[src/rtl/mem_port_arbiter.sv]
// Single-port memory arbiter: shares one registered memory bus between the
// instruction-fetch port and the load/store port, with anti-starvation for fetch.
module mem_port_arbiter #(
  parameter int unsigned STARVE_MAX = 3
) (
  input  logic        Clk,
  input  logic        Rst,
  input  logic        IfReq,
  input  logic [63:0] IfAddr,
  input  logic        IfKill,
  output logic [31:0] IfRdata,
  output logic        IfReady,
  input  logic        MemReq,
  input  logic        MemWe,
  input  logic [63:0] MemAddr,
  input  logic [63:0] MemWdata,
  input  logic [7:0]  MemWmask,
  output logic [63:0] MemRdata,
  output logic        MemReady,
  output logic        BusReq,
  output logic        BusWe,
  output logic [63:0] BusAddr,
  output logic [63:0] BusWdata,
  output logic [7:0]  BusWmask,
  input  logic        BusAck,
  input  logic [63:0] BusRdata,
  output logic        HoldOut,
  output logic [1:0]  DbgState
);

  typedef enum logic [1:0] {
    IDLE    = 2'd0,
    IF_BUS  = 2'd1,
    MEM_BUS = 2'd2,
    RESP    = 2'd3
  } state_t;

  localparam logic [3:0] STARVE_LIM = 4'(STARVE_MAX);

  state_t      state;
  state_t      state_nxt;
  logic        owner_if;
  logic        killed;
  logic [3:0]  starve_cnt;
  logic [63:0] rdata_reg;

  logic if_live;
  logic starved;
  logic grant_mem;
  logic grant_if;
  logic on_bus;

  // A fetch raised together with a kill is not a live request, so it can
  // neither win arbitration nor force the starvation override that cycle.
  always_comb begin
    if_live   = IfReq & ~IfKill;
    starved   = if_live & (starve_cnt == STARVE_LIM);
    grant_mem = (state == IDLE) & MemReq & ~starved;
    grant_if  = (state == IDLE) & if_live & ~grant_mem;
    on_bus    = (state == IF_BUS) | (state == MEM_BUS);

    state_nxt = state;
    case (state)
      IDLE: begin
        if (grant_mem)     state_nxt = MEM_BUS;
        else if (grant_if) state_nxt = IF_BUS;
      end
      IF_BUS, MEM_BUS: begin
        if (BusAck) state_nxt = RESP;
      end
      RESP:    state_nxt = IDLE;
      default: state_nxt = IDLE;
    endcase
  end

  always_ff @(posedge Clk) begin
    if (Rst) state <= IDLE;
    else     state <= state_nxt;
  end

  always_ff @(posedge Clk) begin
    if (Rst) begin
      BusReq     <= 1'b0;
      BusWe      <= 1'b0;
      BusAddr    <= '0;
      BusWdata   <= '0;
      BusWmask   <= '0;
      owner_if   <= 1'b0;
      killed     <= 1'b0;
      starve_cnt <= '0;
      rdata_reg  <= '0;
    end else begin
      if (grant_mem) begin
        BusReq   <= 1'b1;
        BusWe    <= MemWe;
        BusAddr  <= MemAddr;
        BusWdata <= MemWdata;
        BusWmask <= MemWmask;
        owner_if <= 1'b0;
      end else if (grant_if) begin
        BusReq   <= 1'b1;
        BusWe    <= 1'b0;
        BusAddr  <= IfAddr;
        BusWdata <= '0;
        BusWmask <= '0;
        owner_if <= 1'b1;
      end

      if (on_bus && BusAck) begin
        BusReq    <= 1'b0;
        rdata_reg <= BusRdata;
      end

      // The kill only silences the response; the bus cycle itself runs to completion.
      if (state == RESP)                   killed <= 1'b0;
      else if (state == IF_BUS && IfKill)  killed <= 1'b1;

      if (!IfReq || grant_if)                         starve_cnt <= '0;
      else if (grant_mem && starve_cnt < STARVE_LIM)  starve_cnt <= starve_cnt + 4'd1;
    end
  end

  // BusAddr still holds the fetch address latched at grant, so bit 2 picks the word.
  assign IfRdata  = BusAddr[2] ? rdata_reg[63:32] : rdata_reg[31:0];
  assign MemRdata = rdata_reg;
  assign IfReady  = (state == RESP) & owner_if & ~killed & ~IfKill;
  assign MemReady = (state == RESP) & ~owner_if;
  assign HoldOut  = (IfReq & ~IfReady) | (MemReq & ~MemReady);
  assign DbgState = state;

endmodule

[config.mk]
export PLATFORM = sky130hd
export DESIGN_NAME = mem_port_arbiter
export DESIGN_NICKNAME = d
export VERILOG_FILES = /design/src/rtl/mem_port_arbiter.sv
export SDC_FILE = /design/constraint.sdc
export NUM_CORES = 1
export LEC_CHECK = 0
export CORE_AREA = 2 2 198 200
export CTS_CLUSTER_SIZE = 10
export DETAILED_ROUTE_END_ITERATION = 7
export DIE_AREA = 0 0 200 202
export PLACE_DENSITY = 0.54
export SETUP_SLACK_MARGIN = 0.5
export SLEW_MARGIN = 0
export SYNTH_ARGS = -nofsm -noshare
export SYNTH_HDL_FRONTEND = slang
export SYNTH_SLANG_ARGS = --single-unit
[constraint.sdc]
create_clock -name Clk -period 2.5 [get_ports Clk]
set_clock_uncertainty 0.2 [all_clocks]
set_input_delay 0.25 -clock Clk [delete_from_list [all_inputs] [get_ports Clk]]
set_output_delay 0.25 -clock Clk [all_outputs]
set_load 0.01 [all_outputs]
== Word-level counts from Yosys, hierarchy flattened ==
Index checks and enable logic that the tools add are counted.

* Add/subtract/negate cells: 1
* $lt $le $gt $ge: 1
* Equality and inequality tests: 6
* Muxes and demuxes: 15
* Bitwise logic cells: 21
* Reductions and logical operators: 13

{| class="wikitable"
|+ Operators by type and width
! operator !! number
|-
| 64-bit 2-to-1 mux || 4
|-
| 32-bit 2-to-1 mux || 1
|-
| 8-bit 2-to-1 mux || 2
|-
| 1-bit bitwise AND || 12
|-
| 2-bit OR reduction || 5
|-
| 1-bit inverter || 7
|-
| 2-bit 2-to-1 mux || 3
|-
| 2-bit one-hot mux with 3 select lines || 1
|-
| 4-bit by 1-bit adder with 4-bit output (second input constant) || 1
|-
| 2-bit == test (second input constant) || 2
|-
| 4-bit by 2-bit == test with 1-bit output (second input constant) || 1
|-
| 4-bit by 2-bit less-than comparator with 1-bit output (second input constant) || 1
|-
| 1-bit 2-to-1 mux || 4
|-
| 1-bit logical AND || 3
|-
| 3-bit != test (second input constant) || 1
|-
| 2-bit by 1-bit == test with 1-bit output (second input constant) || 1
|-
| 2-bit zero test || 1
|-
| 2-bit != test (second input constant) || 1
|-
| 1-bit bitwise OR || 2
|-
| 2-bit AND reduction || 1
|-
| 2-bit nonzero test || 1
|-
| 1-bit zero test || 1
|-
| 1-bit logical OR || 1
|}

* Flip-flop bits (word level): 210
* Input bits: 271
* Output and inout port bits: 239
* Logic and storage cells: 67

== Depth between registers and ports, before layout ==
* Depth in word-level cells: 10
* Gate-level depth with buffers: 9
* Mapped depth without buffers: 6

== Least setup slack after synthesis ==
OpenSTA, ideal clock, no wires.

* Kind: register to register
* Start: register starve_cnt[0]
* End: register BusWdata[44]
* Library setup time: 128 ps
* Arrival: 1681 ps
* Data required time: 2172 ps
* Slack: 491 ps
* Cell stages (with the launch flop): 9
* Path buffers: 3
* Cells stage by stage: dfxtp_1 ha_1 or3b_4 o21a_1 buf_2 buf_6 buf_2 a22oi_1 nor2_1

* Cells in the longest elaborated chain, start to end: 7

{| class="wikitable"
|+ RTL lines
! what !! line !! source
|-
| from (decl) || 44 || <nowiki>logic [3:0] starve_cnt;</nowiki>
|-
| from (signal assigned) || 119 || <nowiki>else if (grant_mem && starve_cnt < STARVE_LIM) starve_cnt <= starve_cnt + 4'd1;</nowiki>
|-
| 4-bit by 2-bit == test with 1-bit output (*) || 57 || <nowiki>starved = if_live & (starve_cnt == STARVE_LIM);</nowiki>
|-
| 1-bit bitwise AND (*) || 57 ||
|-
| 1-bit inverter (*) || 58 || <nowiki>grant_mem = (state == IDLE) & MemReq & ~starved;</nowiki>
|-
| 1-bit bitwise AND (*) || 58 ||
|-
| 1-bit inverter || 59 || <nowiki>grant_if = (state == IDLE) & if_live & ~grant_mem;</nowiki>
|-
| 1-bit bitwise AND || 59 ||
|-
| 2-bit nonzero test (no source line) || n/a ||
|-
| to (signal assigned) || 97 || <nowiki>BusWdata <= MemWdata;</nowiki>
|-
| to (decl) || 23 || <nowiki>output logic [63:0] BusWdata,</nowiki>
|}

Mark *: on every way between the ends. The rest lies on a longest branch, timed or not.
A chain may end at the register's enable or synchronous reset.

== Worst setup path in the final report ==
* Start: register starve_cnt[1]
* End: register BusAddr[5]

* Cells in the longest elaborated chain, start to end: 7

{| class="wikitable"
|+ RTL lines
! what !! line !! source
|-
| 4-bit by 2-bit == test with 1-bit output (*) || 57 ||
|-
| 1-bit bitwise AND (*) || 57 ||
|-
| 1-bit inverter (*) || 58 ||
|-
| 1-bit bitwise AND (*) || 58 ||
|-
| 1-bit inverter || 59 ||
|-
| 1-bit bitwise AND || 59 ||
|-
| 2-bit nonzero test (no source line) || n/a ||
|-
| to (signal assigned) || 96 || <nowiki>BusAddr <= MemAddr;</nowiki>
|-
| to (signal assigned) || 103 || <nowiki>BusAddr <= IfAddr;</nowiki>
|-
| to (decl) || 22 || <nowiki>output logic [63:0] BusAddr,</nowiki>
|}

Marked as above.

==> results.sh <==
export IMPL_critPathMaxFanout=8
export IMPL_synthSimpleGateAreaFrac_pct=16.6
export IMPL_routedWlPerCell_um=19.5
export IMPL_path_buf_inv=4
export IMPL_grt_max_degree=74
export IMPL_dp_slack_ns=0.205
export IMPL_rsz0062_at_grt="yes"
export IMPL_critPathCapture="BusAddr[5]$_SDFFE_PP0P_"
export IMPL_setup_tns_ns=0
export IMPL_yosysMostFrequentCell="dfxtp_1"
export IMPL_antenna_cells=0
export IMPL_vias_per_cell=4.55
export IMPL_synthDistinctLibCells=31
export IMPL_cts_root_buf="clkbuf_16"
export IMPL_clock_latency_ns=0.53
export IMPL_postSynthCellCount=969
export IMPL_die_h_um=202
export IMPL_synth_area_leader_cell="dfxtp_1"
export IMPL_path_common_cell="buf_6"
export IMPL_cp_data_required_time_ns=2.75
export IMPL_drt_iter0_drc=302
export IMPL_area_growth_pct=114
export IMPL_place_congestion=0.763
export IMPL_r2r_end="BusAddr[5]$_SDFFE_PP0P_"
export IMPL_worst_slew_pin_slew_ns=0.726
export IMPL_grt_pass1_wl_mm=58.0
export IMPL_cts_tree="built"
export IMPL_ys_warn_count=0
export IMPL_synthTopCellsByCount="dfxtp_1, nand2_1, nor2_1, a21oi_1, a22oi_1"
export IMPL_yosys_area_top_type_share_pct=51.4
export IMPL_reg2regPathDepth=9
export IMPL_ios=510
export IMPL_drv_slew=0
export IMPL_num_rows=72
export IMPL_synth_edff_count=0
export IMPL_p_per_area_mw_per_mm2=1020
export IMPL_synthTopCellsByArea="dfxtp_1, nand2_1, a21oi_1"
export IMPL_timing_rr_start="starve_cnt[1]$_SDFFE_PP0P_"
export IMPL_period_share_pct=88.0
export IMPL_drc=0
export IMPL_synth_xor_area_share_pct=0.107
export IMPL_setup_viol=0
export IMPL_worstHoldPathType="input pin to flop"
export IMPL_power_leakage_nw=6.59
export IMPL_fin_nets=1788
export IMPL_arrival_ns=2.45
export IMPL_yosys_area_share_adder_pct=0.764
export IMPL_vias=9287
export IMPL_cp_top_family="buffers and inverters"
export IMPL_crit_path_end_kind="flop"
export IMPL_overflow=0
export IMPL_die_w_um=200
export IMPL_relSlewSlack_pct=51.6
export IMPL_synth_cell_area_mm2=0.00819
export IMPL_totalWireLength_mm=39.8
export IMPL_hold_viol=0
export IMPL_crit_path_max_incr_delay_ns=0.40
export IMPL_dr_pass1_iters=4
export IMPL_cts_sinks=210
export IMPL_grtUsageTotal_pct=18.6
export IMPL_finalPower_mw=17.9
export IMPL_start_kind="flop"
export IMPL_start_util_pct=21.4
export IMPL_cts_max_level=1
export IMPL_antenna_found_initial=1
export IMPL_synth_nets=1245
export IMPL_cts_buffer_depth=3
export IMPL_yosys_most_used_dff="dfxtp_1"
export IMPL_dp_hpwl_mm=24.8
export IMPL_fin_crit_ns=2.20
export IMPL_path_cells="ha_4, or3b_4, buf_6, o21ai_4, buf_6, buf_6, buf_16, nand2_4, a211oi_2"
export IMPL_fin_ws_ns=0.299
export IMPL_synth_top_family_by_area="compound AO/OA/AOI/OAI gates"
export IMPL_numCtsBuffers=26
export IMPL_synth_compound_area_share_pct=21.5
export IMPL_avgSynthCellArea_um2=8.45
export IMPL_cp_startpoint="starve_cnt[1]$_SDFFE_PP0P_"
export IMPL_crit_type="flop to flop"
export IMPL_nFillCells=3586
export IMPL_coreArea_mm2=0.0383
export IMPL_die_area_mm2=0.0404
export IMPL_drive_gt1_share_pct=30.1
export IMPL_status="complete, no violations"
export IMPL_final_antenna_net_count=0
export IMPL_ys_seq_elements=210
export IMPL_crit_cells=9
export IMPL_first_global_vias=9466
export IMPL_muxShareOfSynthArea_pct=4.52
export IMPL_portBuffers=509
export IMPL_clock_fmax_ghz=0.454
export IMPL_ir_worst_vdd_v=0.000673
export IMPL_hold_buffers=0
export IMPL_rrSetupSlack_ns=0.30
export IMPL_cts_clk_slew_worst_paths_ns=0.06
export IMPL_slowest_stage="or3b_4"
export IMPL_fin_util_pct=45.7
export IMPL_yosysSeqAreaShare_pct=51.4
export IMPL_cap_violations=0
export IMPL_async_flop_share_pct=0
[cell families (layout without fill, tap and decap cells)]
group	count (synthesis)	count (layout)
muxes	33	33
buffers and inverters	91	645
adders and majority gates	5	5
DFF	210	210
AOI/OAI and AO/OA	278	278
and+or+nand+nor	351	351
xor gates and xnor gates	1	1
[through the flow]
| stage | hold WS (ns) | area, µm² | cells |
|---|---|---|---|
| after global placement | 0.255 | 14000 | 1946 |
| final | 0.0217 | 17500 | 2041 |
| after detailed placement | 0.264 | 14000 | 1946 |
| after global routing | 0.0247 | 17500 | 2041 |
| after floorplan | 0.186 | 8190 | 969 |
| after CTS | 0.00198 | 17200 | 2039 |
[state kept, by name (all words and copies together) (netlist names)]
signal	flops
BusAddr	64
BusReq	1
BusWdata	64
BusWe	1
BusWmask	8
DbgState	2
MemRdata	64
killed	1
owner_if	1
starve_cnt	4
[where the power goes]
part	switching, mW	internal, mW	leakage (nW)	total (mW)
clock	1.43	2.11	0.386	3.54
combinational	4.66	5.04	4.48	9.69
sequential	0.526	4.11	1.73	4.64
total	6.61	11.3	6.59	17.9
[cells in the final DEF (no fill, tap or decap), types with 4 or more instances in the layout]
master / instances
dfxtp_1: 205
a21oi_1: 77
nor2_1: 142
dlymetal6s2s_1: 9
a21oi_2: 35
a211oi_2: 65
buf_6: 48
dlygate4sd2_1: 8
buf_16: 24
clkbuf_8: 6
a21oi_4: 19
clkbuf_1: 5
a22oi_2: 73
nand2_1: 139
clkdlybuf4s50_1: 455
nor3_1: 4
nand2_2: 24
inv_1: 6
buf_8: 5
buf_12: 28
buf_4: 19
clkbuf_16: 27
nand2_4: 31
mux2_4: 32
[final cells by class]
type,instances,area (µm²),area share (%)
Clock buffer,38,777,4.44
Clock inverter,1,5.00,0.0286
Inverter,7,26.3,0.150
Multi-Input combinational cell,668,5100,29.1
Sequential cell,210,4220,24.1
Tap cell,518,648,3.70
Timing Repair Buffer,599,6730,38.4
[what timing repair did]
item,CTS,global route
setup endpoints to repair,183,185
resized for setup,513,87
pin swaps,164,67
setup buffers,31,2
gates cloned,23,0
[how the worst min path moves through the flow]
stage	start	endpoint	slack [ns]	cells past startpoint
after global routing	Rst	BusWmask[7]$_SDFFE_PP0P_	0.02	2
after global placement	MemRdata[17]$_SDFFE_PP0P_	MemRdata[17]$_SDFFE_PP0P_	0.25	2
final	Rst	BusWdata[63]$_SDFFE_PP0P_	0.02	2
after CTS	Rst	BusWmask[7]$_SDFFE_PP0P_	0.002	2
after floorplan	BusRdata[32]	MemRdata[32]$_SDFFE_PP0P_	0.19	2
after detailed placement	MemRdata[6]$_SDFFE_PP0P_	MemRdata[6]$_SDFFE_PP0P_	0.26	2
[layer usage]
metal / vias to the layer above / track usage, % / part of all wire, %
met5: - / 0 / 0.033
met4: 2 / 4.92 / 2.8
met3: 68 / 6.27 / 8.7
met2: 351 / 32.2 / 48
met1: 4447 / 21.9 / 40
li1: 4419 / - / -
Power figures use the tool's default switching activity.
